--- config.mk ---
export PLATFORM = sky130hd
export DESIGN_NAME = mem_arbiter
export DESIGN_NICKNAME = d
export VERILOG_FILES = /design/src/rtl/mem_arbiter.sv
export SDC_FILE = /design/constraint.sdc
export NUM_CORES = 1
export LEC_CHECK = 0
export CAP_MARGIN = 20
export CORE_UTILIZATION = 41
export DETAILED_ROUTE_END_ITERATION = 7
export PLACE_DENSITY = 0.81
export SETUP_SLACK_MARGIN = 0.5
export SYNTH_ARGS = -nofsm -noshare
export SYNTH_HDL_FRONTEND = slang
export SYNTH_SLANG_ARGS = --single-unit
--- constraint.sdc ---
create_clock -name clk -period 2.7 [get_ports clk]
set_clock_uncertainty 0.15 [all_clocks]
set_input_delay 0.675 -clock clk [delete_from_list [all_inputs] [get_ports clk]]
set_output_delay 0.675 -clock clk [all_outputs]
set_load 0.005 [all_outputs]
--- src/rtl/mem_arbiter.sv ---
// Two-port arbiter sharing one word memory between fetch (read-only) and data (read/write) requesters.
// Latency: command registered the edge after grant; ack registered the edge after mem_valid (min 2 cycles req->ack).
// Backpressure: requesters hold until their one-cycle ack; the command is held until mem_valid or timeout.
module mem_arbiter #(
  parameter int unsigned MAX_D_STREAK = 4,
  parameter int unsigned TIMEOUT      = 64
) (
  input  logic        clk,
  input  logic        rst,
  input  logic        i_req,
  input  logic [31:0] i_addr,
  output logic        i_ack,
  output logic [31:0] i_rdata,
  output logic        i_err,
  input  logic        d_req,
  input  logic        d_wr,
  input  logic [31:0] d_addr,
  input  logic [31:0] d_wdata,
  output logic        d_ack,
  output logic [31:0] d_rdata,
  output logic        d_err,
  output logic        mem_rd,
  output logic        mem_wr,
  output logic [31:0] mem_addr,
  output logic [31:0] mem_wdata,
  input  logic [31:0] mem_rdata,
  input  logic        mem_valid,
  output logic        busy
);

  typedef enum logic [1:0] {
    IDLE   = 2'd0,
    BUSY_I = 2'd1,
    BUSY_D = 2'd2
  } state_t;

  localparam logic [3:0] STREAK_MAX = 4'(MAX_D_STREAK);
  localparam logic [7:0] TO_LAST    = 8'(TIMEOUT - 1);

  state_t      state_q, state_d;
  logic [3:0]  streak_q, streak_d;
  logic [7:0]  to_q, to_d;
  logic        mem_rd_q, mem_rd_d;
  logic        mem_wr_q, mem_wr_d;
  logic [31:0] mem_addr_q, mem_addr_d;
  logic [31:0] mem_wdata_q, mem_wdata_d;
  logic        i_ack_q, i_ack_d;
  logic [31:0] i_rdata_q, i_rdata_d;
  logic        i_err_q, i_err_d;
  logic        d_ack_q, d_ack_d;
  logic [31:0] d_rdata_q, d_rdata_d;
  logic        d_err_q, d_err_d;

  // A port is ignored in the cycle its previous op is acked, so a request
  // still high there is the requester's next op, seen one cycle later.
  logic i_req_arb;
  logic d_req_arb;
  assign i_req_arb = i_req & ~i_ack_q;
  assign d_req_arb = d_req & ~d_ack_q;

  // Memory ignores the byte offset; only word addresses are issued.
  logic unused_addr_bits;
  assign unused_addr_bits = ^{i_addr[1:0], d_addr[1:0]};

  // Arbitration, command capture, completion and timeout handling.
  always_comb begin
    state_d     = state_q;
    streak_d    = streak_q;
    to_d        = to_q;
    mem_rd_d    = mem_rd_q;
    mem_wr_d    = mem_wr_q;
    mem_addr_d  = mem_addr_q;
    mem_wdata_d = mem_wdata_q;
    i_ack_d     = 1'b0;
    i_rdata_d   = '0;
    i_err_d     = 1'b0;
    d_ack_d     = 1'b0;
    d_rdata_d   = '0;
    d_err_d     = 1'b0;
    unique case (state_q)
      IDLE: begin
        // Data wins unless fetch has already waited through a full streak.
        if (d_req_arb && !(i_req_arb && (streak_q == STREAK_MAX))) begin
          state_d     = BUSY_D;
          mem_rd_d    = ~d_wr;
          mem_wr_d    = d_wr;
          mem_addr_d  = {d_addr[31:2], 2'b00};
          mem_wdata_d = d_wr ? d_wdata : '0;
          to_d        = '0;
          if (i_req) begin
            streak_d = (streak_q < STREAK_MAX) ? streak_q + 4'd1 : streak_q;
          end else begin
            streak_d = '0;
          end
        end else if (i_req_arb) begin
          state_d     = BUSY_I;
          mem_rd_d    = 1'b1;
          mem_wr_d    = 1'b0;
          mem_addr_d  = {i_addr[31:2], 2'b00};
          mem_wdata_d = '0;
          to_d        = '0;
          streak_d    = '0;
        end
      end
      BUSY_I, BUSY_D: begin
        // Normal completion takes precedence over a timeout in the same cycle.
        if (mem_valid || (to_q == TO_LAST)) begin
          state_d     = IDLE;
          mem_rd_d    = 1'b0;
          mem_wr_d    = 1'b0;
          mem_addr_d  = '0;
          mem_wdata_d = '0;
          if (state_q == BUSY_I) begin
            i_ack_d   = 1'b1;
            i_rdata_d = (mem_valid && mem_rd_q) ? mem_rdata : '0;
            i_err_d   = ~mem_valid;
          end else begin
            d_ack_d   = 1'b1;
            d_rdata_d = (mem_valid && mem_rd_q) ? mem_rdata : '0;
            d_err_d   = ~mem_valid;
          end
        end else begin
          to_d = to_q + 8'd1;
        end
      end
      default: begin
        state_d = IDLE;
      end
    endcase
  end

  // State, counters, held memory command and registered acks.
  always_ff @(posedge clk) begin
    if (rst) begin
      state_q     <= IDLE;
      streak_q    <= '0;
      to_q        <= '0;
      mem_rd_q    <= 1'b0;
      mem_wr_q    <= 1'b0;
      mem_addr_q  <= '0;
      mem_wdata_q <= '0;
      i_ack_q     <= 1'b0;
      i_rdata_q   <= '0;
      i_err_q     <= 1'b0;
      d_ack_q     <= 1'b0;
      d_rdata_q   <= '0;
      d_err_q     <= 1'b0;
    end else begin
      state_q     <= state_d;
      streak_q    <= streak_d;
      to_q        <= to_d;
      mem_rd_q    <= mem_rd_d;
      mem_wr_q    <= mem_wr_d;
      mem_addr_q  <= mem_addr_d;
      mem_wdata_q <= mem_wdata_d;
      i_ack_q     <= i_ack_d;
      i_rdata_q   <= i_rdata_d;
      i_err_q     <= i_err_d;
      d_ack_q     <= d_ack_d;
      d_rdata_q   <= d_rdata_d;
      d_err_q     <= d_err_d;
    end
  end

  assign i_ack     = i_ack_q;
  assign i_rdata   = i_rdata_q;
  assign i_err     = i_err_q;
  assign d_ack     = d_ack_q;
  assign d_rdata   = d_rdata_q;
  assign d_err     = d_err_q;
  assign mem_rd    = mem_rd_q;
  assign mem_wr    = mem_wr_q;
  assign mem_addr  = mem_addr_q;
  assign mem_wdata = mem_wdata_q;
  assign busy      = (state_q != IDLE);

endmodule

# == After elaboration in Yosys (flattened, before gate mapping) ==
# Index checks and enable logic that the tools add are counted.
# totals
register_bits,148
latch_bits,0
ramBits,0
romBits,0
in_bits,134
output_inout_bits,135
wordCells,80
memories,0
# classes
add_sub_neg,2
n_mul,0
div_mod_pow,0
magnitude_cmp,1
n_eq_ne,8
shifts,0
mux,30
n_bitwise,9
reduce_logical,17
# ops
cell,n
32-bit two-way mux,7
32-bit one-hot mux with 2 select lines,2
8-bit two-way mux,3
4-bit two-way mux,4
8-bit one-hot mux with 2 select lines,1
3-bit AND reduction,3
8-bit by 1-bit adder with 8-bit output (second input constant),1
8-bit by 6-bit equality test with 1-bit output (second input constant),1
4-bit OR reduction,2
1-bit two-way mux,7
1-bit inverter,7
2-bit two-way mux,3
2-bit nonzero test,3
4-bit by 1-bit adder with 4-bit output (second input constant),1
4-bit by 3-bit equality test with 1-bit output (second input constant),1
4-bit by 3-bit less-than comparator with 1-bit output (second input constant),1
2-bit inequality test (second input constant),2
1-bit one-hot mux with 2 select lines,2
2-bit one-hot mux with 2 select lines,1
1-bit logical AND,3
3-bit by 2-bit inequality test with 1-bit output (second input constant),1
3-bit inequality test (second input constant),1
3-bit OR reduction,1
1-bit AND,2
7 further kinds,7

# == Longest topological paths before layout ==
# logic_depth
depth_word,7
mapped_depth,9
depth_no_buf,6

# == Worst setup path before layout ==
# OpenSTA, ideal clock, no wires.
# synth_timing
path_kind,input to register
start,in rst
end,reg to_q[7]
setup_ns,0.074
arrival_time_ns,1.923
required_time_ns,2.476
path_slack_ns,0.552
cell_stages,5
n_path_buf,1
path_cell_list,clkbuf_1 > nand2b_1 > a211oi_1 > or4b_1 > o21ai_0
# synth_lines
element,line,source
start: declaration,9,"input logic rst,"
end signal: assignment,151,to_q <= to_d;
end: declaration,42,"logic [7:0] to_q, to_d;"

# == Worst setup path after layout ==
# layout_timing
start,"reg i_ack_q, in the netlist i_ack"
end,out i_ack
# layout_lines
element,line,source
start: declaration,47,"logic i_ack_q, i_ack_d;"
start signal: assignment,156,i_ack_q <= i_ack_d;
end: declaration,12,"output logic i_ack,"
# No word-level cell between the ends.

==> metrics.txt <==
hold path depth 1; Die Span X 118 µm; wire per inst 15.7 µm; antenna violations before repair 1; layout cell share with drive strength beyond 1 8.37%; Vert. Die Dim 118 µm; placed insts 978; Hold EP mem_addr[3]; global placement routability congestion approximately 0.84; CTS Sinks 146; GRT Total Usage 22.9%; critical path class reg -> out; CTS hold repair buffers 0; Max Freq 0.456 GHz; Post-DRT Antenna Nets 0; DRC 0; Area Overhead vs Synth 64.4%; Arrival @ worst endpoint approximately 1.4 ns; Slew @ Worst Pin 0.569 ns; Tot Pwr 6.09 mW; largest cells by area after synthesis dfxtp_1 53%, mux2i_1 6.0%, nand2b_1 5.3%; cts bufs inserted 17; CTS tree yes; nets@finish ~960; Final setup violation count 0; Worst R2R Start state_q[0]; yosys synthesis warning count 0; most area-hungry cell type in the Yosys netlist dfxtp_1; status complete, no violations; Syn Area/Cell 9.75 µm²; R2R depth 7; vias 5131; top cell family by delay on the critical path buffers and inverters; Pre-antenna DRT Iters 4; Worst-path clk slew approximately 0.060 ns; min-delay worst type reg -> reg; fin cells approximately 1000; clk_lat worst skew 0.41 ns; placed cell area 8350 µm²; Post-Layout Inst Area 9090 µm²; Crit path largest cell delay 0.55 ns; final hold slack 0.310 ns; Worst slew margin 61.6%; Hold Path Origin mem_addr[3]; #FFs+latches synth 146; Slowest cell on crit path clkdlybuf4s50_1; die area 14000 µm²; Longest Clk Path Bufs 2; critical path launch point type flop; RSZ-0062 raised after global routing true; num ports 269; Cell variety after synth 48; I/O Buffers 262; first-pass GRT wire length 25200 µm; Cell Area, Synth about 5500 µm²; Cell Chain, Critical Path clkdlybuf4s50_1; Reg2Reg Capture Point mem_wdata[29]; Yosys top cell area share 52.9%; Cells after Synth approximately 570; Final Max Slew Viols 0; post-DP HPWL between 10000 and 15000 µm; CTS Root Buffer Type clkbuf_16; Routed WL 15900 µm; grt ovf 0; std cell rows 42; Final period util roughly four fifths; sequential area share after synthesis 52.9%; min Tclk post-route ~2.2 ns; Initial Utilization about two fifths; Final Hold Fails 0; critical-path maximum fanout 3; largest net degree at the start of global routing 61; Leak 3.34 nW; initial drt markers 290; total core area 13200 µm²; setup_tns 0 ns; Worst Path Required between 1.5 and 2 ns; pwr dens between 600 and 700 nW/µm²; vias in the first global route 5198; via/cell ratio 5.07; H-Tree Depth 4; Buf+Inv Stages, Crit Path 1; Worst R2R Setup Slack 0.61 ns; nature of the critical path endpoint output pin; max_cap viols 0; Peak supply drop about 400 µV
[layer usage]
layer	global-route usage, %	wire length (µm)	vias to the layer above	part of all wire, %
met5	0	0	-	0
met4	11.0	446	0	2.8
met3	7.75	1220	33	7.6
met2	40.4	8020	227	50
met1	24.3	6250	2394	39
li1	-	-	2477	-
[placed cells by master (no fill, tap or decap), types with 3 or more instances in the layout]
cell,n
or3_1,3
nor2_1,72
a31oi_1,7
nand2b_1,46
inv_1,7
nand3_1,5
ha_1,5
nor2b_1,3
o21ai_0,10
a31o_1,29
clkbuf_16,18
buf_4,14
dfxtp_1,146
clkdlybuf4s50_1,260
a31o_2,3
buf_12,5
nor3_1,3
o2bb2ai_1,31
nand2_1,42
a21oi_1,37
bufinv_16,5
mux2i_1,33
clkinv_4,4
[worst max-delay path by stage]
stage | cells after the start | from | to
after detailed placement | 6 | i_req | mem_addr[9]
after global placement | 6 | i_req | mem_wr
after CTS | 4 | state_q[0] | busy
final | 1 | i_ack | i_ack
after global routing | 1 | i_ack | i_ack
after floorplan | 5 | rst | to_q[7]
[where the power goes]
part | internal (mW) | switching (mW)
clock network | 1.65 | 0.920
registers | 2.28 | 0.0708
logic | 0.628 | 0.532
[sequential cells by signal (all words and copies together) (netlist names)]
signal,count
mem_rd,1
i_ack,1
mem_addr,30
d_ack,1
streak_q,4
mem_wdata,32
i_err,1
i_rdata,32
state_q,2
d_err,1
to_q,8
mem_wr,1
d_rdata,32
[kinds of logic (layout without fill, tap and decap cells)]
logic type | count (synthesis) | in the layout | share of synthesized area (%)
muxes | 34 | 34 | 6.25
adders and majority gates | 6 | 6 | 1.36
AOI/OAI and AO/OA | 132 | 132 | 17.3
DFF | 146 | 146 | 52.9
other | 1 | 3 | 0.0678
buffers and inverters | 55 | 323 | 4.84
and+or+nand+nor | 193 | 193 | 17.4
[layout make-up]
type / count / area, µm²
diodes: 1 / 2.50
clock buffers: 17 / 425
clock inverters: 15 / 231
fillers: 977 / 4100
inverters: 8 / 30.0
multi-input cells: 367 / 2390
flip-flops and latches: 146 / 2920
well taps: 176 / 220
repair buffers: 283 / 2860
[Yosys cell counts (all sizes together)]
| library cell | instances |
|---|---|
| a211o | 1 |
| a211oi | 2 |
| a21boi | 1 |
| a21o | 2 |
| a21oi | 37 |
| a221oi | 1 |
| a311oi | 2 |
| a31o | 32 |
| a31oi | 8 |
| and2 | 2 |
| and3 | 2 |
| and3b | 1 |
| and4bb | 1 |
| buf | 21 |
| clkbuf | 26 |
| conb | 1 |
| dfxtp | 146 |
| ha | 6 |
| inv | 8 |
| mux2 | 1 |
| mux2i | 33 |
| nand2 | 42 |
| nand2b | 47 |
| nand3 | 5 |
| nand3b | 1 |
| nand4b | 1 |
| nor2 | 72 |
| nor2b | 4 |
| nor3 | 4 |
| nor3b | 2 |
| nor4b | 2 |
| o211ai | 1 |
| o21a | 1 |
| o21ai | 10 |
| o22ai | 1 |
| o2bb2ai | 31 |
| o32ai | 2 |
| or2b | 1 |
| or3 | 3 |
| or4 | 2 |
| or4b | 1 |
[repair_timing]
action | 4_1_cts | 5_1_grt
gates resized for setup | 7 | 8
buffers inserted | 0 | 1
cloned | 0 | 1
pin swaps | 0 | 1
hold endpoints to repair | 0 | 0
setup endpoints to repair | 59 | 75
[stage by stage]
step	utilization (%)	worst slack, ns
6_report	68.9	0.509
5_1_grt	68.9	0.477
4_1_cts	68.5	0.471
3_5_place_dp	63.3	-0.00521
3_3_place_gp	63.3	0.0810
2_1_floorplan	-	0.552
No activity file was read; power rests on OpenSTA's default activity.
